$ cat src/rtl/seg_scan_ctrl.sv
// ---------------------------------------------------------------------------
// seg_scan_ctrl : 8-digit common-anode 7-segment scan controller with
//                 double-buffered BCD digits, leading-zero blanking and DP.
// Revision      : 1.0  initial release
// ---------------------------------------------------------------------------
`default_nettype none

module seg_scan_ctrl #(
  parameter int SCAN_DIV  = 50000,
  parameter int BLANK_CYC = 50
) (
  input  logic        clk,
  input  logic        rst_n,
  input  logic        enable,
  input  logic        load,
  input  logic [31:0] data,
  input  logic [7:0]  dp_en,
  input  logic        lz_en,
  output logic [7:0]  Cout,
  output logic [7:0]  Dout,
  output logic        frame_done
);

  localparam int              CNT_W     = $clog2(SCAN_DIV);
  localparam logic [CNT_W-1:0] CNT_LAST  = CNT_W'(SCAN_DIV - 1);
  localparam logic [CNT_W-1:0] BLANK_END = CNT_W'(BLANK_CYC);

  typedef enum logic [1:0] {
    ST_IDLE  = 2'd0,
    ST_BLANK = 2'd1,
    ST_SHOW  = 2'd2
  } state_t;

  state_t           state_q, state_d;
  logic [CNT_W-1:0] cnt_q, cnt_d;
  logic [2:0]       idx_q, idx_d;
  logic [31:0]      pend_data_q, pend_data_d;
  logic [7:0]       pend_dp_q, pend_dp_d;
  logic             pend_lz_q, pend_lz_d;
  logic [31:0]      act_data_q, act_data_d;
  logic [7:0]       act_dp_q, act_dp_d;
  logic             act_lz_q, act_lz_d;
  logic [7:0]       cout_q, cout_d;
  logic [7:0]       dout_q, dout_d;
  logic             frame_done_q, frame_done_d;

  logic             frame_wrap;
  logic             lz_blank;
  logic [3:0]       cur_nib;

  function automatic logic [6:0] seg7(input logic [3:0] nib);
    case (nib)
      4'd0:    seg7 = 7'h40;
      4'd1:    seg7 = 7'h79;
      4'd2:    seg7 = 7'h24;
      4'd3:    seg7 = 7'h30;
      4'd4:    seg7 = 7'h19;
      4'd5:    seg7 = 7'h12;
      4'd6:    seg7 = 7'h02;
      4'd7:    seg7 = 7'h78;
      4'd8:    seg7 = 7'h00;
      4'd9:    seg7 = 7'h10;
      default: seg7 = 7'h7F;
    endcase
  endfunction

  assign frame_wrap = enable && (state_q == ST_SHOW) && (idx_q == 3'd7) && (cnt_q == CNT_LAST);
  assign cur_nib    = 4'(act_data_q >> {idx_q, 2'b00});
  // Digit k is a leading zero when every nibble from k upward is zero.
  assign lz_blank   = act_lz_q && (idx_q != 3'd0) && ((act_data_q >> {idx_q, 2'b00}) == 32'd0);

  always_comb begin
    state_d      = state_q;
    cnt_d        = cnt_q;
    idx_d        = idx_q;
    pend_data_d  = pend_data_q;
    pend_dp_d    = pend_dp_q;
    pend_lz_d    = pend_lz_q;
    act_data_d   = act_data_q;
    act_dp_d     = act_dp_q;
    act_lz_d     = act_lz_q;
    cout_d       = 8'hFF;
    dout_d       = 8'hFF;
    frame_done_d = frame_wrap;

    if (load) begin
      pend_data_d = data;
      pend_dp_d   = dp_en;
      pend_lz_d   = lz_en;
    end

    // Active digits only change between frames, bypassing pending on a same-cycle load.
    if ((state_q == ST_IDLE) || frame_wrap) begin
      act_data_d = load ? data  : pend_data_q;
      act_dp_d   = load ? dp_en : pend_dp_q;
      act_lz_d   = load ? lz_en : pend_lz_q;
    end

    if (!enable) begin
      state_d = ST_IDLE;
      cnt_d   = '0;
      idx_d   = 3'd0;
    end else begin
      case (state_q)
        ST_IDLE: begin
          state_d = ST_BLANK;
          cnt_d   = '0;
          idx_d   = 3'd0;
        end
        ST_BLANK, ST_SHOW: begin
          if (cnt_q == CNT_LAST) begin
            cnt_d = '0;
            idx_d = idx_q + 3'd1;
          end else begin
            cnt_d = cnt_q + 1'b1;
          end
          state_d = (cnt_d < BLANK_END) ? ST_BLANK : ST_SHOW;
          if (state_q == ST_SHOW) begin
            cout_d = ~(8'b1 << idx_q);
            dout_d = {~act_dp_q[idx_q], (lz_blank ? 7'h7F : seg7(cur_nib))};
          end
        end
        default: begin
          state_d = ST_IDLE;
          cnt_d   = '0;
          idx_d   = 3'd0;
        end
      endcase
    end
  end

  always_ff @(posedge clk or negedge rst_n) begin
    if (!rst_n) begin
      state_q      <= ST_IDLE;
      cnt_q        <= '0;
      idx_q        <= 3'd0;
      pend_data_q  <= 32'd0;
      pend_dp_q    <= 8'd0;
      pend_lz_q    <= 1'b0;
      act_data_q   <= 32'd0;
      act_dp_q     <= 8'd0;
      act_lz_q     <= 1'b0;
      cout_q       <= 8'hFF;
      dout_q       <= 8'hFF;
      frame_done_q <= 1'b0;
    end else begin
      state_q      <= state_d;
      cnt_q        <= cnt_d;
      idx_q        <= idx_d;
      pend_data_q  <= pend_data_d;
      pend_dp_q    <= pend_dp_d;
      pend_lz_q    <= pend_lz_d;
      act_data_q   <= act_data_d;
      act_dp_q     <= act_dp_d;
      act_lz_q     <= act_lz_d;
      cout_q       <= cout_d;
      dout_q       <= dout_d;
      frame_done_q <= frame_done_d;
    end
  end

  assign Cout       = cout_q;
  assign Dout       = dout_q;
  assign frame_done = frame_done_q;

endmodule

`default_nettype wire

$ cat config.mk
export PLATFORM = sky130hd
export DESIGN_NAME = seg_scan_ctrl
export DESIGN_NICKNAME = d
export VERILOG_FILES = /design/src/rtl/seg_scan_ctrl.sv
export SDC_FILE = /design/constraint.sdc
export NUM_CORES = 1
export LEC_CHECK = 0
export ABC_AREA = 1
export CORE_UTILIZATION = 25
export CTS_BUF_LIST = sky130_fd_sc_hd__clkbuf_2
export DETAILED_ROUTE_END_ITERATION = 6
export DONT_BUFFER_PORTS = 1
export HOLD_SLACK_MARGIN = 0.08
export PLACE_DENSITY_LB_ADDON = 0.3
export SYNTH_ARGS = -nofsm -noshare
export SYNTH_HDL_FRONTEND = slang
export SYNTH_SLANG_ARGS = --single-unit
$ cat constraint.sdc
create_clock -name clk -period 2.6 [get_ports clk]
set_input_delay 0.52 -clock clk [delete_from_list [all_inputs] [get_ports clk]]
set_output_delay 0.52 -clock clk [all_outputs]
set_load 0.01 [all_outputs]
==> impl_metrics.ini, run 1 <==
[status]
status = complete, but fails checks
failed_checks = hold timing

[clock_network]
clock_latency_ns = 0.70
numClockSinks = 120
cts_buffer_depth = 2
cts_tree = built
postCtsHoldBufs = 83
htree_levels = 4
cts-buffers-inserted = 17
clk_pin_slew_worst_paths_ns = 0.19
cts_root_buffer = clkbuf_2

[drt]
wl_per_cell_um = 13.1
drt_iter0_markers = 209
drt_wl_total_um = 13200
first_pass_iters = 6
vias = 4314
drcViolationCount = 0
postRouteAntennaNets = 0
routed_via_density = 4.27

[floorplan]
fp.coreArea_um2 = 22600
die_x_um = 154
start_util_pct = 25.4
ioPinCount = 62
fp-row-count = 55
die_y_um = 154
die_area_um2 = 23700

[sta]
finalHoldViolCount = 120
slew_headroom_pct = 69.2
finalCritPeriodShare_pct = 83.2
max_freq_ghz = 0.462
clock_skew_ns = 0.0452
min_period_ns = 2.16
setup_viol = 0
tns_ns = 0
drv_slew = 0
rsz0062_at_grt = false
worst_slew_pin_slew_ns = 0.461
hold_ws_ns = -0.512

[power_and_ir_drop]
ir_drop_mv = 0.230
powerDensity_nw_per_um2 = 551
p_leak_nw = 3.14

[worst_setup_path]
slowest_stage = dfrtp_1
cp-start-kind = flip-flop
endpoint_kind = flip-flop
r2r_start = idx_q[0]$_DFFE_PN0P_
crit_path_max_fanout = 21
r2r-end = Dout[6]$_DFF_PN1_
worstPathCellList = buf_4, o21ai_0, nand2_1, o21ai_0, nand2_1, o21ai_1, inv_2, ha_1, nand2_1, nor2_1, nand2_2, nand3_1
crit_arrival_ns = 2.75
reg2reg_depth = 12
max_stage_delay_ns = 0.44
reg2reg_setup_slack_ns = 0.44
worst_ep_required_time_ns = 3.19
critPathKind = reg2reg
cp_common_cell = nand2_1

[final_layout]
layout_commonest_cell = nand2_1
mostFrequentLayoutCells = 139 x nand2_1, 104 x dfrtp_1, 83 x dlygate4sd3_1
syn2layout_area_growth_pct = 24.0
nFillCells = 2337
drive_above_1_share_pct = 17.5
nets = 770
final_cells = 1011

[synthesis]
syn_nets = 680
synth_area_um2 = 5760
synth-seq-cells = 120
avgSynthCellArea_um2 = 9.28
synth_warnings = 0
synthCells = 621
synth_cell_types = 40
ys_seq_area_share_pct = 52.5

[placed_design]
port_buffers = 0
hpwl_um = 9300
post-place-cells = 894
gp_congestion = 0.835

[global_routing]
grt_first_pass_wirelength_um = 22500
grt_antenna_before_repair = 2
grt_pass1_vias = 4477
grt.overflow.total = 0
grt_max_degree = 121
grt_usage_pct = 12.3

[flow_run]
drv_cap = 0

[min_path]
min_path_type = in2async
-- state kept, by name, summed over array words and instances, names as in the netlist --
name and count:
Cout 8, Dout 8, act_data_q 32, act_dp_q 8
act_lz_q 1, cnt_q 16, frame_done 1, idx_q 3
pend_data_q 32, pend_dp_q 8, pend_lz_q 1, state_q 2
-- cells by family after synthesis --
family                     Yosys count  synth area share [%]
and+or+nand+nor                    255                  18.8
DFF                                120                  52.5
buffers and inverters               91                  6.91
AOI/OAI and AO/OA                   85                  8.04
muxes                               52                  10.2
adders and majority gates           14                  3.04
xor gates and xnor gates             4                 0.608
-- where the power goes --
part,internal [mW],leakage (nW),total (mW),switching (mW)
clock network,0.441,0.136,1.19,0.745
logic,0.332,1.56,0.663,0.330
registers,2.03,1.44,2.09,0.0626
-- critical path, delay by kind of cell (launching register included) --
family / cells / cell delay, ns
buf+inv: 2 / 0.30
simple gates: 6 / 0.53
fa+ha+maj: 1 / 0.22
compound gates: 3 / 0.58
flops: 1 / 0.44
-- metrics by stage --
| step | setup WS (ns) | instance area, um^2 | utilization [%] | hold WS, ns | total power, mW |
|---|---|---|---|---|---|
| global route | 0.131 | 7140 | 31.5 | -0.624 | 4.19 |
| floorplan | 0.782 | 5760 | - | 0.224 | 2.53 |
| finish | 0.437 | 7140 | 31.5 | -0.512 | 3.94 |
| global placement | 0.530 | 6070 | 26.8 | 0.229 | 2.64 |
| CTS | 0.433 | 7140 | 31.5 | -0.635 | 4.01 |
| detailed placement | 0.482 | 6070 | 26.8 | 0.230 | 2.65 |
-- timing repair --
action	in CTS	in global routing
setup buffers	0	0
endpoints found under the hold margin	211	120
resized for setup	0	0
-- cells in the mapped netlist (all sizes together) --
library cell	number	area share (%)
buf	18	2.1
a31oi	1	0.11
a211oi	1	0.13
a22o	1	0.15
nor2	53	3.7
dfstp	16	7.3
dfrtp	104	45
xnor2	1	0.15
or2	1	0.11
ha	14	3.0
and2	1	0.11
o21bai	1	0.13
nand2	144	9.6
nand3	40	3.5
nor3b	1	0.22
nor3	4	0.35
o211ai	3	0.39
a21o	1	0.13
a31o	1	0.15
o21ai	65	5.8
nand4	8	0.87
xor2	3	0.46
inv	68	4.4
a21oi	10	0.93
o21a	1	0.13
mux2	52	10
clkinv	1	0.087
clkbuf	4	0.26
nand3b	3	0.39
-- final cells by class --
cell class	instances	area [um^2]	area share, %
Clock buffer	17	85.1	1.19
Clock inverter	15	153	2.14
Multi-Input combinational cell	410	2340	32.8
Tap cell	285	357	4.99
Inverter	69	260	3.64
Timing Repair Buffer	93	918	12.9
Antenna cell	2	5.00	0.0701
Sequential cell	120	3020	42.3
-- how the worst max path moves through the flow --
stage,start,end,cells past startpoint
after floorplan,idx_q[0]$_DFFE_PN0P_,Dout[0]$_DFF_PN1_,11
after global placement,idx_q[0]$_DFFE_PN0P_,Dout[2]$_DFF_PN1_,12
after detailed placement,idx_q[0]$_DFFE_PN0P_,Dout[1]$_DFF_PN1_,12
after CTS,idx_q[0]$_DFFE_PN0P_,Dout[6]$_DFF_PN1_,12
after global routing,idx_q[0]$_DFFE_PN0P_,Dout[0]$_DFF_PN1_,12
final,idx_q[0]$_DFFE_PN0P_,Dout[6]$_DFF_PN1_,12
-- per-layer routing --
metal	track usage [%]	vias up	wire (um)	share of wire (%)
met5	0	-	0	0
li1	-	2200	-	-
met3	3.38	11	478	3.6
met4	5.00	0	134	1.0
met1	15.7	2038	6480	49
met2	19.4	65	6150	46
Power figures use the tool's default switching activity.
==> run 2: changes to the inputs <==
==> constraint.sdc (replaced) <==
create_clock -name clk -period 2.2 [get_ports clk]
set_input_delay 0.44 -clock clk [delete_from_list [all_inputs] [get_ports clk]]
set_output_delay 0.44 -clock clk [all_outputs]
set_load 0.01 [all_outputs]
==> impl_metrics.ini, run 2 (same netlist as run 1, synthesis figures left out) <==
[clock_network]
numClockSinks = 120
cts_root_buffer = clkbuf_2
cts-buffers-inserted = 17
postCtsHoldBufs = 83
htree_levels = 4
clock_latency_ns = 0.71
cts_buffer_depth = 2
clk_pin_slew_worst_paths_ns = 0.21
cts_tree = built

[final_layout]
mostFrequentLayoutCells = 139 x nand2_1, 103 x dfrtp_1, 83 x dlygate4sd3_1
top_regs = act_data_q (32), pend_data_q (32), cnt_q (16)
fin_util_pct = 32.1
final_cells = 1018
syn2layout_area_growth_pct = 26.3
drive_above_1_share_pct = 19.0
nets = 778
layout_commonest_cell = nand2_1

[sta]
finalHoldViolCount = 120
hold_ws_ns = -0.615
setup_viol = 0
tns_ns = 0
finalCritPeriodShare_pct = 93.0
max_freq_ghz = 0.489
drv_slew = 0
slew_headroom_pct = 68.2
worst_slew_pin_slew_ns = 0.477
clock_skew_ns = 0.0295
min_period_ns = 2.05

[worst_setup_path]
cp.buffers_inverters = 2
cp-start-kind = flip-flop
slowest_stage = dfrtp_1
crit_arrival_ns = 2.64
worstPathCellList = ha_1, nand2_2, nor2_4, inv_2, nor2_2, nand3_1, nand2_2, buf_12, mux2_2
worst_ep_required_time_ns = 2.80
critPathKind = reg2reg
cp_common_cell = nand2_2
cp_top_family = simple AND/OR/NAND/NOR gates
max_stage_delay_ns = 0.43
endpoint_kind = flip-flop
reg2reg_setup_slack_ns = 0.15
crit_path_max_fanout = 52

[status]
status = complete, but fails checks
failed_checks = hold timing

[power_and_ir_drop]
ir_drop_mv = 0.259
power_mw = 5.05
powerDensity_nw_per_um2 = 693
p_leak_nw = 3.22

[placed_design]
post-place-cells = 900
hpwl_um = 9540
port_buffers = 0
gp_congestion = 0.808

[drt]
drcViolationCount = 0
vias = 4398
postRouteAntennaNets = 0
drt_iter0_markers = 194
first_pass_iters = 4
routed_via_density = 4.32
drt_wl_total_um = 13700
wl_per_cell_um = 13.5

[min_path]
min_path_type = in2async

[global_routing]
busiest_layer = met2
use_met3_pct = 3.61
grt_antenna_before_repair = 1
grt.overflow.total = 0
grt_util_met1_pct = 16.5
grt_usage_pct = 12.6
grt_first_pass_wirelength_um = 23600
grt_max_degree = 121
grt_pass1_vias = 4623
grt_use_met2_pct = 19.7

[floorplan]
die_y_um = 154
fp-row-count = 55
ioPinCount = 62
die_area_um2 = 23700
start_util_pct = 25.4
die_x_um = 154
fp.coreArea_um2 = 22600

[flow_run]
drv_cap = 0
## run 2: changes by cell type in the layout (fill, tap and decap cells not counted), moves of 2 or more
| cell | delta |
|---|---|
| buf_4 | +7 |
| o21ai_0 | -4 |
| bufinv_16 | +3 |
| clkinv_4 | -3 |
| clkbuf_2 | +2 |
| clkinv_2 | -2 |
| inv_6 | +2 |
| o21ai_1 | +2 |
| o21ai_2 | +2 |
## run 2: layout make-up
| class | instances | area (um^2) |
|---|---|---|
| diodes | 1 | 2.50 |
| clock buffers | 18 | 90.1 |
| clock inverters | 14 | 220 |
| fillers | 2362 | 15400 |
| inverters | 69 | 260 |
| multi-input cells | 410 | 2350 |
| flip-flops and latches | 120 | 3020 |
| well taps | 285 | 357 |
| repair buffers | 101 | 976 |
## run 2: report_power, final
part	switching [mW]	leakage (nW)	total [mW]	internal (mW)
clock	0.898	0.170	1.78	0.877
combinational	0.397	1.61	0.802	0.405
sequential	0.0741	1.44	2.47	2.40
total	1.37	3.22	5.05	3.68
## run 2: final timing paths
kind / endpoint / startpoint / cells past startpoint
max: act_data_q[30]$_DFFE_PN0P_ / cnt_q[0]$_DFF_PN0_ / 9
min: pend_data_q[29]$_DFF_PN0_ / rst_n / 0
max reg2reg: act_data_q[30]$_DFFE_PN0P_ / cnt_q[0]$_DFF_PN0_ / 9
min reg2reg: cnt_q[0]$_DFF_PN0_ / cnt_q[0]$_DFF_PN0_ / 1
max in group asynchronous: Cout[7]$_DFF_PN1_ / rst_n / 0
min in group clk: pend_data_q[10]$_DFF_PN0_ / load / 2
## run 2: layer usage
layer  routed length [um]  vias to the layer above
met1                 6730                     2086
met5                    0                        -
met3                  515                       17
met4                  221                        0
met2                 6250                       73
li1                     -                     2222
## run 2: timing repair
item                                   CTS  global route
setup endpoints to repair                0            11
resized for setup                        0             7
endpoints found under the hold margin  227           120
setup buffers                            0             3
## run 2: through the flow
step | worst slack, ns | cell area (um^2)
4_1_cts | 0.0626 | 7250
3_5_place_dp | 0.105 | 6110
3_3_place_gp | 0.112 | 6110
2_1_floorplan | 0.382 | 5760
6_report | 0.154 | 7280
5_1_grt | -0.0000624 | 7280
